### src/rtl/encoder4to2_seq_pkg.sv
// Shared constants and FSM state encoding for the sequential 4-to-2 priority encoder.
package encoder4to2_seq_pkg;

  localparam int unsigned ReqWidth  = 4;
  localparam int unsigned CodeWidth = 2;

  localparam logic [CodeWidth-1:0] IdleCode = 2'b11;

  typedef enum logic {
    StIdle    = 1'b0,
    StPresent = 1'b1
  } state_e;

endpackage

### src/rtl/encoder4to2_seq_if.sv
// Request/code bundle between a request producer/consumer and the encoder.
interface encoder4to2_seq_if;
  import encoder4to2_seq_pkg::*;

  logic                 ei_n;
  logic [ReqWidth-1:0]  req_n;
  logic                 ack;
  logic [CodeWidth-1:0] y_n;
  logic                 gs_n;
  logic                 eo_n;

  modport master (
    output ei_n,
    output req_n,
    output ack,
    input  y_n,
    input  gs_n,
    input  eo_n
  );

  modport slave (
    input  ei_n,
    input  req_n,
    input  ack,
    output y_n,
    output gs_n,
    output eo_n
  );

endinterface

### src/rtl/encoder4to2_seq_prio4.sv
// Combinational highest-set-bit finder over four lines.
module prio4 (
  input  logic [3:0] vec,
  output logic [1:0] idx,
  output logic       any
);

  always_comb begin
    idx = 2'd0;
    if (vec[3]) begin
      idx = 2'd3;
    end else if (vec[2]) begin
      idx = 2'd2;
    end else if (vec[1]) begin
      idx = 2'd1;
    end
    any = |vec;
  end

endmodule

### src/rtl/encoder4to2_seq.sv
// Sticky-request priority encoder: captures active-low requests, presents one code at a time
// and holds it until acknowledged.
module encoder4to2_seq
  import encoder4to2_seq_pkg::*;
(
  input  logic                clk,
  input  logic                rst,
  encoder4to2_seq_if.slave    bus
);

  state_e               state_q, state_d;
  logic [ReqWidth-1:0]  pending_q, pending_d;
  logic [ReqWidth-1:0]  set_mask, clr_mask;
  logic [CodeWidth-1:0] code_q, code_d;
  logic [CodeWidth-1:0] y_n_q, y_n_d;
  logic                 gs_n_q, gs_n_d;
  logic [CodeWidth-1:0] top_idx;
  logic                 any_pending;

  prio4 u_prio4 (
    .vec (pending_q),
    .idx (top_idx),
    .any (any_pending)
  );

  always_comb begin
    state_d  = state_q;
    code_d   = code_q;
    y_n_d    = y_n_q;
    gs_n_d   = gs_n_q;
    clr_mask = '0;
    unique case (state_q)
      StIdle: begin
        if (any_pending) begin
          state_d = StPresent;
          code_d  = top_idx;
          y_n_d   = ~top_idx;
          gs_n_d  = 1'b0;
        end
      end
      StPresent: begin
        if (bus.ack) begin
          state_d          = StIdle;
          clr_mask[code_q] = 1'b1;
          y_n_d            = IdleCode;
          gs_n_d           = 1'b1;
        end
      end
      default: state_d = StIdle;
    endcase
    // A request re-asserted on the ack edge survives the clear.
    set_mask  = bus.ei_n ? '0 : ~bus.req_n;
    pending_d = (pending_q & ~clr_mask) | set_mask;
  end

  always_ff @(posedge clk) begin
    if (rst) begin
      state_q   <= StIdle;
      pending_q <= '0;
      code_q    <= '0;
      y_n_q     <= IdleCode;
      gs_n_q    <= 1'b1;
    end else begin
      state_q   <= state_d;
      pending_q <= pending_d;
      code_q    <= code_d;
      y_n_q     <= y_n_d;
      gs_n_q    <= gs_n_d;
    end
  end

  assign bus.y_n  = y_n_q;
  assign bus.gs_n = gs_n_q;
  assign bus.eo_n = ~(~bus.ei_n & (pending_q == '0) & (state_q == StIdle));

endmodule

### src/flat_wrapper.sv
// flat-port wrapper written by rule: the top's interface ports become plain ports
module encoder4to2_seq_flat import encoder4to2_seq_pkg::*;
  (clk, rst, bus_ei_n, bus_req_n, bus_ack, bus_y_n, bus_gs_n, bus_eo_n);
  encoder4to2_seq_if bus_i ();
  input  logic clk;
  input  logic rst;
  input wire logic [$bits(bus_i.ei_n)-1:0] bus_ei_n;
  input wire logic [$bits(bus_i.req_n)-1:0] bus_req_n;
  input wire logic [$bits(bus_i.ack)-1:0] bus_ack;
  output wire logic [$bits(bus_i.y_n)-1:0] bus_y_n;
  output wire logic [$bits(bus_i.gs_n)-1:0] bus_gs_n;
  output wire logic [$bits(bus_i.eo_n)-1:0] bus_eo_n;
  assign bus_i.ei_n = bus_ei_n;
  assign bus_i.req_n = bus_req_n;
  assign bus_i.ack = bus_ack;
  assign bus_y_n = bus_i.y_n;
  assign bus_gs_n = bus_i.gs_n;
  assign bus_eo_n = bus_i.eo_n;
  encoder4to2_seq u_core (.clk(clk), .rst(rst), .bus(bus_i));
endmodule
### config.mk
export PLATFORM = sky130hd
export DESIGN_NAME = encoder4to2_seq_flat
export DESIGN_NICKNAME = d
export VERILOG_FILES = /design/src/rtl/encoder4to2_seq_pkg.sv /design/src/rtl/encoder4to2_seq_if.sv /design/src/rtl/encoder4to2_seq_prio4.sv /design/src/rtl/encoder4to2_seq.sv /design/src/flat_wrapper.sv
export SDC_FILE = /design/constraint.sdc
export NUM_CORES = 1
export LEC_CHECK = 0
export CELL_PAD_IN_SITES_DETAIL_PLACEMENT = 1
export CELL_PAD_IN_SITES_GLOBAL_PLACEMENT = 2
export CORE_UTILIZATION = 26
export DETAILED_ROUTE_END_ITERATION = 6
export PLACE_DENSITY = 0.74
export RECOVER_POWER = 25
export SLEW_MARGIN = 20
export SYNTH_ARGS = -nofsm -noshare
export SYNTH_HDL_FRONTEND = slang
export SYNTH_SLANG_ARGS = --single-unit
### constraint.sdc
create_clock -name clk -period 2.7 [get_ports clk]
set_clock_uncertainty 0.15 [all_clocks]
set_input_delay 0.54 -clock clk [delete_from_list [all_inputs] [get_ports clk]]
set_output_delay 0.54 -clock clk [all_outputs]
set_load 0.02 [all_outputs]
==> results.yml <==
floorplan:
  initial_utilization_pct: 29.68
  coreArea_mm2: 0.001383
  pin_count: 12
  fp.dieW_um: 41.73
  die_y_um: 41.73
  rows: 13
  die_area_mm2: 0.001741
finish:
  drive_gt1_share_pct: 13.11
  synthToLayoutAreaGrowth_pct: 39.94
  nets: 70
  stdcell_area_um2: 574.3
  fillers: 156
  diodes: 0
route:
  drt-wirelength-per-cell_um: 13.92
  wirelength_um: 1058
  vias: 406
  drtPass1Iterations: 2
  drt-vias-per-instance: 5.342
  antenna_left: 0
  drc: 0
  drt_iter0_drc: 2
pwr:
  finalPower_mw: 0.3923
  combPwrFrac_pct: 19.1
  switchingPower_mw: 0.1068
  p_int_mw: 0.2855
  power_density_mw_per_mm2: 683.0
  p_seq_share_pct: 46.1
  power_frac_clock_pct: 34.8
  ir_drop_v: 0.0002432
  switching_share_pct: 27.22
  p_leak_nw: 0.2203
synthesis:
  yosysUniqueCellTypes: 22
  synth_area_um2: 410.4
  synth_top_cell_by_area: "dfxtp_1"
  syn_avg_cell_area_um2: 8.732
  yosys-top-cells-area: "dfxtp_1 49%, nor2_1 7.3%, a21oi_1 6.1%, a21o_1 3.7%, nor4_1 3.0%"
  synth_top_area_share_pct: 48.78
  ys_seq_elements: 10
  synthesis.nets: 55
  yosysSeqAreaShare_pct: 48.78
  synth_warnings: 0
  netlist_instances: 47
min_path:
  hold_path.class: "register to register"
  hp-start: "u_core.bus.gs_n"
  hold_depth: 1
sta:
  slew-limit-headroom_pct: 57.50
  finalCriticalPeriod_ns: 2.497
  setup_tns_ns: 0
  fin_crit_sh_pct: 92.49
  rsz0062_at_grt: "no"
  slew_violations: 0
  tightest_slew_ns: 0.6214
  fmax_mhz: 400.5
  finalSetupViolCount: 0
  final_hold_viol_count: 0
  worst_hold_slack_ns: 0.3110
critical_path:
  r2r_start: "u_core.pending_q[2]"
  startpoint: "u_core.pending_q[2]"
  crit_required_ns: 2.01
  worst_r2r_path_depth: 3
  critPathKind: "register to primary output"
  worstPathMaxFanout: 5
  worstSetupEndpointType: "primary output"
  cp-start-kind: "register"
  worst-endpoint-arrival_ns: 1.81
clock_tree:
  cts_buffers: 3
  cts_tree: "done"
  cts_htree_levels: 1
  root_buffer: "clkbuf_4"
  clk_path_buf_depth: 2
  cts_sinks: 10
  clk_latency_ns: 0.27
  clk_pin_slew_worst_paths_ns: 0.07
  cts_hold_buf: 0
flow_run:
  max_cap_violations: 0
global_routing:
  first_global_vias: 426
  antenna_found_initial: 0
  grt_overflow: 0
  grt_pass1_wl_um: 1849
  grt_max_degree: 12
  grt_usage_pct: 14.31
placed_design:
  io_buffers: 11
  place_area_um2: 539.3
  gp_congestion: 0.7416
  dp_hpwl_um: 805.5
outcome:
  status: "complete, no violations"
==> cells by family after synthesis <==
group	Yosys count	share of synthesized area, %
buffers and inverters	4	3.660
and+or+nand+nor	19	25.61
AOI/OAI and AO/OA	14	21.95
DFF	10	48.78
==> per-layer routing <==
layer	share of wire (%)	up-vias	GRT usage, %
met3	4.2	4	3.043
met1	47	195	16.49
li1	-	196	-
met2	46	11	22.50
met5	0	-	0
met4	3.2	0	11.61
==> critical path, cell delays in order (launching register included) <==
cell and delay (ns):
dfxtp_1 0.35, or4_4 0.56, or3_1 0.31, dlygate4sd2_1 0.32
==> cell type report <==
cell class / count / area [um^2] / area share (%)
inverter: 2 / 7.507 / 1.307
sequential: 10 / 200.2 / 34.86
multi-input combinational: 33 / 195.2 / 33.99
timing repair buffer: 12 / 116.4 / 20.26
tap: 15 / 18.77 / 3.268
clock buffer: 4 / 36.28 / 6.318
==> synth_stat cells <==
master	n
inv_1	2
nand2b_1	1
or4_4	1
a21o_1	2
dfxtp_1	10
a21oi_1	5
a2111oi_0	1
clkbuf_1	2
o31ai_1	1
or2b_2	1
o21bai_1	1
or3_1	1
or2_2	1
nor4_1	2
nand2_1	1
a211oi_1	1
nand4b_1	1
a211o_1	1
o21ai_0	2
nand4_1	1
nor3_1	1
nor2_1	8
==> repair_timing <==
action | 4_1_cts | 5_1_grt
setup endpoints to repair | 1 | 0
setup buffers | 0 | 0
gates resized for setup | 1 | 0
==> cell usage in the layout (no fill, tap or decap), drive strengths merged <==
cell            n
a2111oi         1
a211o           1
a211oi          1
a21o            2
a21oi           5
buf             1
clkbuf          4
clkdlybuf4s50   8
dfxtp          10
dlygate4sd2     1
dlygate4sd3     2
inv             2
nand2           1
nand2b          1
nand4           1
nand4b          1
nor2            8
nor3            1
nor4            2
o21ai           2
o21bai          1
o31ai           1
or2             1
or2b            1
or3             1
or4             1
==> flip-flops by register name, summed over array words and instances (netlist names) <==
register          cells
u_core.bus.gs_n       1
u_core.state_q        1
u_core.bus.y_n        2
u_core.code_q         2
u_core.pending_q      4
==> per-stage QoR <==
| step | utilization, % | setup WS [ns] | instances |
|---|---|---|---|
| 6_report | 41.54 | 0.2028 | 76 |
| 5_1_grt | 41.54 | 0.1444 | 76 |
| 4_1_cts | 41.54 | 0.1903 | 76 |
| 3_5_place_dp | 39.00 | 0.1483 | 72 |
| 3_3_place_gp | 39.00 | 0.1597 | 72 |
| 2_1_floorplan | - | 0.7475 | 47 |
==> path summary, 6_finish.rpt <==
path	to	slack [ns]
worst min register to register	u_core.bus.gs_n	0.31
worst max register to register	u_core.bus.y_n[0]	1.16
worst min-delay path	u_core.bus.gs_n	0.31
worst max-delay path	bus_eo_n	0.20
==> power groups by stage <==
stage                     Sequential [mW]  Combinational (mW)  Clock [mW]
after floorplan                     0.183              0.0406           0
after global placement              0.183              0.0753           0
after detailed placement            0.183              0.0779           0
after CTS                           0.180              0.0770       0.141
after global routing                0.183              0.0837       0.147
final                               0.181              0.0750       0.136
No activity file was read; power rests on OpenSTA's default activity.
